$ cat src/rtl/wave_seq_ctrl.sv
// Waveform sequencer: per-wave start/length registers, pending request latch,
// fixed-priority grant and start/done handshake toward the waveform player.
module wave_seq_ctrl #(
    parameter int NUM_WAVES  = 11,
    parameter int DATA_W     = 8,
    parameter int CFG_AW     = 5,
    parameter int RST_STRIDE = 4,
    parameter int RST_LEN    = 3
) (
    input  logic                 clk,
    input  logic                 rstn,
    input  logic [NUM_WAVES-1:0] req,
    input  logic                 cancel,
    input  logic [CFG_AW-1:0]    cfg_addr,
    input  logic                 cfg_wren,
    input  logic [DATA_W-1:0]    cfg_data,
    input  logic                 player_done,
    output logic                 wave_start,
    output logic [DATA_W-1:0]    wave_start_addr,
    output logic [DATA_W-1:0]    wave_len,
    output logic [3:0]           wave_id,
    output logic                 busy,
    output logic                 req_overrun
);

    typedef enum logic [1:0] {
        IDLE  = 2'd0,
        ISSUE = 2'd1,
        WAIT  = 2'd2
    } state_t;

    state_t                state_q, state_d;
    logic [DATA_W-1:0]     start_q [NUM_WAVES];
    logic [DATA_W-1:0]     len_q   [NUM_WAVES];
    logic [NUM_WAVES-1:0]  pending_q, pending_d;
    logic [DATA_W-1:0]     addr_q, addr_d;
    logic [DATA_W-1:0]     wlen_q, wlen_d;
    logic [3:0]            id_q, id_d;
    logic                  ovr_q, ovr_d;

    logic [CFG_AW-2:0]     cfg_idx;
    logic [3:0]            sel_idx;
    logic                  sel_hit;
    logic                  sel_valid;
    logic [NUM_WAVES-1:0]  clr_vec;
    logic [NUM_WAVES-1:0]  one_vec;

    assign cfg_idx = cfg_addr[CFG_AW-1:1];
    assign one_vec = NUM_WAVES'(1);

    // Index values >= NUM_WAVES match no entry, so such writes fall away.
    always_ff @(posedge clk or negedge rstn) begin
        if (!rstn) begin
            for (int i = 0; i < NUM_WAVES; i++) begin
                start_q[i] <= DATA_W'(i * RST_STRIDE);
                len_q[i]   <= DATA_W'(RST_LEN);
            end
        end else if (cfg_wren) begin
            for (int i = 0; i < NUM_WAVES; i++) begin
                if (cfg_idx == (CFG_AW-1)'(i)) begin
                    if (cfg_addr[0]) len_q[i] <= cfg_data;
                    else             start_q[i] <= cfg_data;
                end
            end
        end
    end

    // Lowest set index wins.
    always_comb begin
        sel_idx = '0;
        sel_hit = 1'b0;
        for (int i = NUM_WAVES - 1; i >= 0; i--) begin
            if (pending_q[i]) begin
                sel_idx = 4'(i);
                sel_hit = 1'b1;
            end
        end
    end

    assign sel_valid = (state_q == IDLE) && sel_hit && !cancel;
    assign clr_vec   = sel_valid ? (one_vec << sel_idx) : '0;

    // A request arriving with its own clear keeps the bit set.
    always_comb begin
        pending_d = '0;
        ovr_d     = 1'b0;
        if (!cancel) begin
            pending_d = (pending_q & ~clr_vec) | req;
            ovr_d     = |(req & pending_q & ~clr_vec);
        end
    end

    always_comb begin
        state_d = state_q;
        addr_d  = addr_q;
        wlen_d  = wlen_q;
        id_d    = id_q;
        unique case (state_q)
            IDLE: begin
                if (sel_valid && (len_q[sel_idx] != '0)) begin
                    state_d = ISSUE;
                    addr_d  = start_q[sel_idx];
                    wlen_d  = len_q[sel_idx];
                    id_d    = sel_idx;
                end
            end
            ISSUE: state_d = WAIT;
            WAIT: if (player_done) state_d = IDLE;
            default: state_d = IDLE;
        endcase
        if (cancel) state_d = IDLE;
    end

    always_ff @(posedge clk or negedge rstn) begin
        if (!rstn) begin
            state_q   <= IDLE;
            pending_q <= '0;
            addr_q    <= '0;
            wlen_q    <= '0;
            id_q      <= '0;
            ovr_q     <= 1'b0;
        end else begin
            state_q   <= state_d;
            pending_q <= pending_d;
            addr_q    <= addr_d;
            wlen_q    <= wlen_d;
            id_q      <= id_d;
            ovr_q     <= ovr_d;
        end
    end

    assign wave_start      = (state_q == ISSUE) && !cancel;
    assign wave_start_addr = addr_q;
    assign wave_len        = wlen_q;
    assign wave_id         = id_q;
    assign busy            = (state_q != IDLE);
    assign req_overrun     = ovr_q;

endmodule
$ cat config.mk
export PLATFORM = sky130hd
export DESIGN_NAME = wave_seq_ctrl
export DESIGN_NICKNAME = d
export VERILOG_FILES = /design/src/rtl/wave_seq_ctrl.sv
export SDC_FILE = /design/constraint.sdc
export NUM_CORES = 1
export LEC_CHECK = 0
export CAP_MARGIN = 20
export CORE_UTILIZATION = 57
export DETAILED_ROUTE_END_ITERATION = 10
export PLACE_DENSITY = 0.74
export SLEW_MARGIN = 0
export SYNTH_ARGS = -nofsm -noshare
export SYNTH_HDL_FRONTEND = slang
export SYNTH_SLANG_ARGS = --single-unit
$ cat constraint.sdc
create_clock -name clk -period 4.5 [get_ports clk]
set_clock_uncertainty 0.15 [all_clocks]
set_input_delay 0.45 -clock clk [delete_from_list [all_inputs] [get_ports clk]]
set_output_delay 0.45 -clock clk [all_outputs]
set_load 0.05 [all_outputs]
# After elaboration in Yosys (flattened, before gate mapping)
# Index checks and enable logic that the tools add are counted.
# op_classes
order_cmp,1
n_bitwise,7
muxes,35
eq_ne,14
n_reduce_logical,34
n_shift,1
# ops
op,count
3-bit AND reduction,22
8-bit binary-select mux with 4-bit select,2
4-bit two-way mux,11
11-bit bitwise AND,3
8-bit two-way mux,4
11-bit two-way mux,2
"4-bit by 3-bit equality test with 1-bit output, second input constant",4
"4-bit equality test, second input constant",3
1-bit two-way mux,12
11-bit inverter,1
11-bit OR,1
11-bit OR reduction,1
"1-bit by 4-bit << shifter with 11-bit output, first input constant",1
"4-bit by 2-bit equality test with 1-bit output, second input constant",2
8-bit nonzero test,1
2-bit two-way mux,3
2-bit one-hot mux with 3 select lines,1
"5-bit greater-or-equal comparator, second input constant",1
4-bit inverter with 5-bit output,1
"4-bit by 1-bit equality test with 1-bit output, second input constant",1
1-bit logical AND,4
4-bit logical NOT,1
2-bit AND reduction,2
"3-bit by 2-bit != test with 1-bit output, second input constant",1
7 further kinds,7
# totals
word_cells,120
in_bits,29
regBits,210
output_inout_bits,23

# Logic depth before layout (Yosys ltp)
# depth
depth_word,20
ltp_mapped,12
depth_no_buf,8

# Least setup slack after synthesis
# Ideal clock, no wire load.
# synth_path
kind,register to register
from,register pending_q[7]
to,register addr_q[0] (netlist: wave_start_addr[0])
arrival_ps,3126
required_time_ps,4225
setup_time_ps,125
path_buffers,2
period_less_slack_ps,3401
stages_incl_launch_ff,11
setup_slack_ps,1099
path_cell_list,dfrtp_1 > or4b_4 > a2111oi_4 > buf_6 > a21o_2 > o22ai_2 > a2111oi_2 > a2111oi_4 > a31oi_4 > buf_12 > mux2_4
# synth_via
elab_chain_len,15
elab_cells_between_ends,28
classes_between,mux (22); bitwise (1); reduce/logical (5)
# synth_rtl
item,line_no,text
start: declaration,35,"logic [NUM_WAVES-1:0] pending_q, pending_d;"
start signal: assignment,124,pending_q <= pending_d;
4-bit two-way mux (8 in a row),73,if (pending_q[i]) begin
4-bit inverter with 5-bit output (implied by the code),"100, 102",
8-bit binary-select mux with 4-bit select,100,if (sel_valid && (len_q[sel_idx] != '0)) begin
8-bit two-way mux (implied by the code) (2 in a row),100,
8-bit nonzero test,100,
1-bit logical AND,100,
2-bit AND reduction (no source line),-,
end signal: assignment,125,addr_q <= addr_d;
end: declaration,36,"logic [DATA_W-1:0] addr_q, addr_d;"
# Several ways; a longest one is shown, not always the timed one. The select of a mux whose other input is x is not followed.
# A chain may end at the register's enable or synchronous reset.

# Worst setup path after layout
# layout_path
from,register pending_q[5]
to,register addr_q[2] (netlist: wave_start_addr[2])
# layout_via
elab_chain_len,13
elab_cells_between_ends,24
classes_between,mux (18); bitwise (1); reduce/logical (5)
# layout_rtl
item,line_no
4-bit two-way mux (6 in a row),73
4-bit inverter with 5-bit output (implied by the code),"100, 102"
8-bit binary-select mux with 4-bit select,100
8-bit two-way mux (implied by the code) (2 in a row),100
8-bit nonzero test,100
1-bit logical AND,100
2-bit AND reduction (no source line),-
# Several ways; a longest one is shown, not always the timed one. The select of a mux whose other input is x is not followed.

==> run_results.csv <==
group,metric,value,unit
yosys,synth_xor_area_share,0,%
yosys,synth.area.mux_share,22.7,%
pwr,pwr_density_cell,520,nW/um^2
sta,fmax,243,MHz
worst_setup_path,critical_path.endpoint,"wave_start_addr[2]",
clock_network,numClockSinks,210,
global_route,wire_length_of_the_first_global_routing_pass,43100,um
floorplanning,floorplan.io_pins,52,
detailed_routing,detail_route.first_pass.iterations,5,
worst_setup_path,timing.setup.critical_path_class,"register to register",
cells_and_area,post_route_cells_drive_above_1_share,34.2,%
yosys,synth_nets,859,
yosys,synth_enable_flop_cells,0,
pwr,power_switching,0.00196,W
floorplanning,start_util,58.5,%
yosys,netlist.area_leader.share,42.1,%
worst_setup_path,critical_path_peak_fanout,15,
global_route,grt_max_degree,138,
flow_run,max-cap-violations,0,
worst_setup_path,rr_endpoint,"wave_start_addr[2]",
pwr,power.static_leakage,5.00,nW
status,run_status,"completed",
sta,finalMaxSlewViolations,0,
floorplanning,floorplan.die.width,135,um
yosys,syn_inst,830,
worst_setup_path,setup.worst_path.end_class,"register",
pwr,power.combinational.fraction,26.8,%
global_route,number_of_global_route_vias_before_repair,7311,
yosys,area_share_of_fa_ha_maj_cells_after_synthesis,0,%
detailed_routing,route.vias.total,7483,
placement,last_weighted_congestion_value_of_the_routability_driven_placer,0.950,
worst_setup_path,r2r_setup_slk,390,ps
floorplanning,rows,48,
sta,final.min_clock_period,4110,ps
clock_network,cts_repair_resize_count,0,
yosys,synth.top_cells.by_count,"sky130_fd_sc_hd__mux2_2 (181), sky130_fd_sc_hd__dfrtp_1 (171), sky130_fd_sc_hd__nand2_1 (51)",
global_route,initial_antenna_violation_count,1,
yosys,synth_top_family_by_area,"multiplexers",
pwr,share_clk_of_total_power,30.4,%
cells_and_area,multiInputGateArea,4570,sq um
yosys,post_synth_num_cell_types,64,
yosys,syn_area_per_cell,12.2,sq um
detailed_routing,drtAntennaViolNets,0,
pwr,sw_frac_of_total,32.2,%
sta,tightestPinTransition,1190,ps
detailed_routing,drt-wirelength-per-cell,24.8,um
yosys,synth_ff_type,"sky130_fd_sc_hd__dfrtp_1",
sta,finalSetupTns,0,ps
detailed_routing,routed_wirelength,27800,um
sta,finalHoldViolCount,0,
yosys,yosysSeqAreaShare,52.2,%
cells_and_area,area.growth.synth_to_final,15.6,%
floorplanning,floorplan.die_area,18400,sq um
detailed_routing,vias_per_cell,6.68,
cells_and_area,final_nets,907,
sta,rsz0062_at_grt,"no",
worst_setup_path,worst_r2r_path_depth,9,
yosys,synth_warnings,0,
clock_network,cts.clk_slew.worst_paths,60,ps
cells_and_area,layout.area.seq,5300,sq um
worst_setup_path,worst-endpoint-arrival,4360,ps
cells_and_area,finalNonFillerCells,1120,
detailed_routing,remaining_drc_errors,0,
clock_network,clock_tree_from_tritoncts,"yes",
global_route,globalRouteOverflowTotal,0,
pwr,ir_worst_vdd,454,uV
floorplanning,core_area,17400,sq um
clock_network,numCtsBuffers,23,
yosys,synthMostInstantiatedCell,"sky130_fd_sc_hd__mux2_2",
clock_network,cts_htree_levels,1,
cells_and_area,antenna_cells_inserted,0,
yosys,yosys-top-cells-area,"sky130_fd_sc_hd__dfrtp_1 (42%), sky130_fd_sc_hd__mux2_2 (20%), sky130_fd_sc_hd__dfstp_2 (10%)",
sta,setup_viol,0,
placement,io_buffers,51,
yosys,post_synth_and_or_nand_nor_area_fraction,9.27,%
worst_setup_path,startpoint_type,"register",
clock_network,clkLatencyLatePin,530,ps
detailed_routing,detail_route.iter0.violations,674,
floorplanning,chipHeight,135,um
yosys,synth_async_sr_flop_share,100,%
clock_network,clock-root-buffer,"sky130_fd_sc_hd__clkbuf_16",
global_route,grt_usage,31.5,%
yosys,ys_seq_elements,210,
yosys,synth_compound_gate_area_share,12.9,%
pwr,sequentialPowerShare,42.8,%
worst_setup_path,critPathRequiredTime,4750,ps
yosys,post_synth_instance_area,10200,sq um
placement,placed_cells,1074,
clock_network,clock_tree.buffer_depth,3,
yosys,post-synth-top-area-cell,"sky130_fd_sc_hd__dfrtp_1",
worst_setup_path,rr_startpoint,"pending_q[5]",
cells_and_area,fillCellCount,1294,
sta,final_min_period_over_clock_period,91.3,%
placement,dp_hpwl,19000,um
worst_hold_path,hold_path.class,"primary input to async pin",
clock_network,cts.repair_timing.setup_buffer_count,0,
sta,slew_headroom,20.1,%
worst_setup_path,critPathLaunch,"pending_q[5]",
pwr,cell_internal_pwr,0.00413,W
[flip-flops by register name, summed over array words and instances, names as in the netlist]
register         cells
len_q               88
start_q             88
pending_q           11
wave_len             8
wave_start_addr      8
wave_id              4
state_q              2
req_overrun          1
[what timing repair did]
| action | 4_1_cts | 5_1_grt |
|---|---|---|
| endpoints found under the hold margin | 0 | 19 |
| hold buffers | 0 | 1 |
| setup endpoints to repair | 0 | 0 |
[per-stage QoR]
stage	util [%]	instance area (sq um)	power (W)	setup WS (ps)	hold slack [ps]
after floorplan	-	10200	0.00365	1100	4.41
after global placement	62.9	10900	0.00419	629	333
after detailed placement	62.9	10900	0.00424	451	339
after CTS	67.3	11700	0.00611	442	5.61
after global routing	67.6	11700	0.00634	124	217
final	67.6	11700	0.00610	391	211
[per-layer routing]
metal / vias up / share of wire [%] / global-route usage, %
li1: 3226 / - / -
met1: 3783 / 45 / 46.9
met2: 401 / 42 / 44.2
met3: 71 / 10 / 9.09
met4: 2 / 3.0 / 9.74
met5: - / 0.040 / 0
[worst max-delay path: stages, from the launching register on]
cell,delay [ps]
sky130_fd_sc_hd__dfrtp_1,480
sky130_fd_sc_hd__or2_0,440
sky130_fd_sc_hd__nor2_1,890
sky130_fd_sc_hd__o41ai_4,170
sky130_fd_sc_hd__a221oi_1,570
sky130_fd_sc_hd__a2111oi_4,100
sky130_fd_sc_hd__a2111oi_4,460
sky130_fd_sc_hd__a31oi_4,210
sky130_fd_sc_hd__buf_12,200
sky130_fd_sc_hd__mux2_4,300
[layout by cell type, fill, tap and decap left out, types with 10 or more instances in the layout]
cell	count
sky130_fd_sc_hd__clkdlybuf4s50_1	50
sky130_fd_sc_hd__dfstp_2	39
sky130_fd_sc_hd__nand2b_1	23
sky130_fd_sc_hd__buf_4	21
sky130_fd_sc_hd__mux2_2	181
sky130_fd_sc_hd__nor4_1	10
sky130_fd_sc_hd__nor3_1	13
sky130_fd_sc_hd__a21oi_1	17
sky130_fd_sc_hd__nand3_1	17
sky130_fd_sc_hd__clkbuf_16	23
sky130_fd_sc_hd__mux2i_1	16
sky130_fd_sc_hd__a221o_1	22
sky130_fd_sc_hd__dfrtp_1	171
sky130_fd_sc_hd__o21ai_0	29
sky130_fd_sc_hd__nor2_1	36
sky130_fd_sc_hd__a221oi_1	25
sky130_fd_sc_hd__nand2_1	51
sky130_fd_sc_hd__inv_1	13
[power groups by stage]
| stage | combinational [W] | sequential [W] | clock [W] |
|---|---|---|---|
| after floorplan | 0.000824 | 0.00283 | 0 |
| after global placement | 0.00158 | 0.00260 | 0 |
| after detailed placement | 0.00162 | 0.00263 | 0 |
| after CTS | 0.00162 | 0.00260 | 0.00189 |
| after global routing | 0.00173 | 0.00265 | 0.00195 |
| final | 0.00164 | 0.00261 | 0.00185 |
[layout make-up]
class,instances,area share [%]
flip-flops and latches,210,45.2
repair buffers,78,6.58
clock buffers,35,5.72
clock inverters,7,0.704
multi-input cells,551,38.9
well taps,225,2.40
inverters,14,0.448
[kinds of logic (layout without fill, tap and decap cells)]
family | count (synthesis) | count (layout)
DFF | 210 | 210
AOI/OAI and AO/OA | 162 | 162
muxes | 204 | 204
and+or+nand+nor | 185 | 185
buffers and inverters | 69 | 134
[how the worst min path moves through the flow]
stage / from / end / slack (ps) / cells after the start
after floorplan: rstn / len_q[10] / 4 / 0
after CTS: rstn / len_q[43] / 6 / 1
after global routing: rstn / len_q[30] / 220 / 2
final: rstn / len_q[30] / 210 / 2
after detailed placement: len_q[27] / len_q[27] / 340 / 1
after global placement: len_q[62] / len_q[62] / 330 / 1
Power figures use the tool's default switching activity.
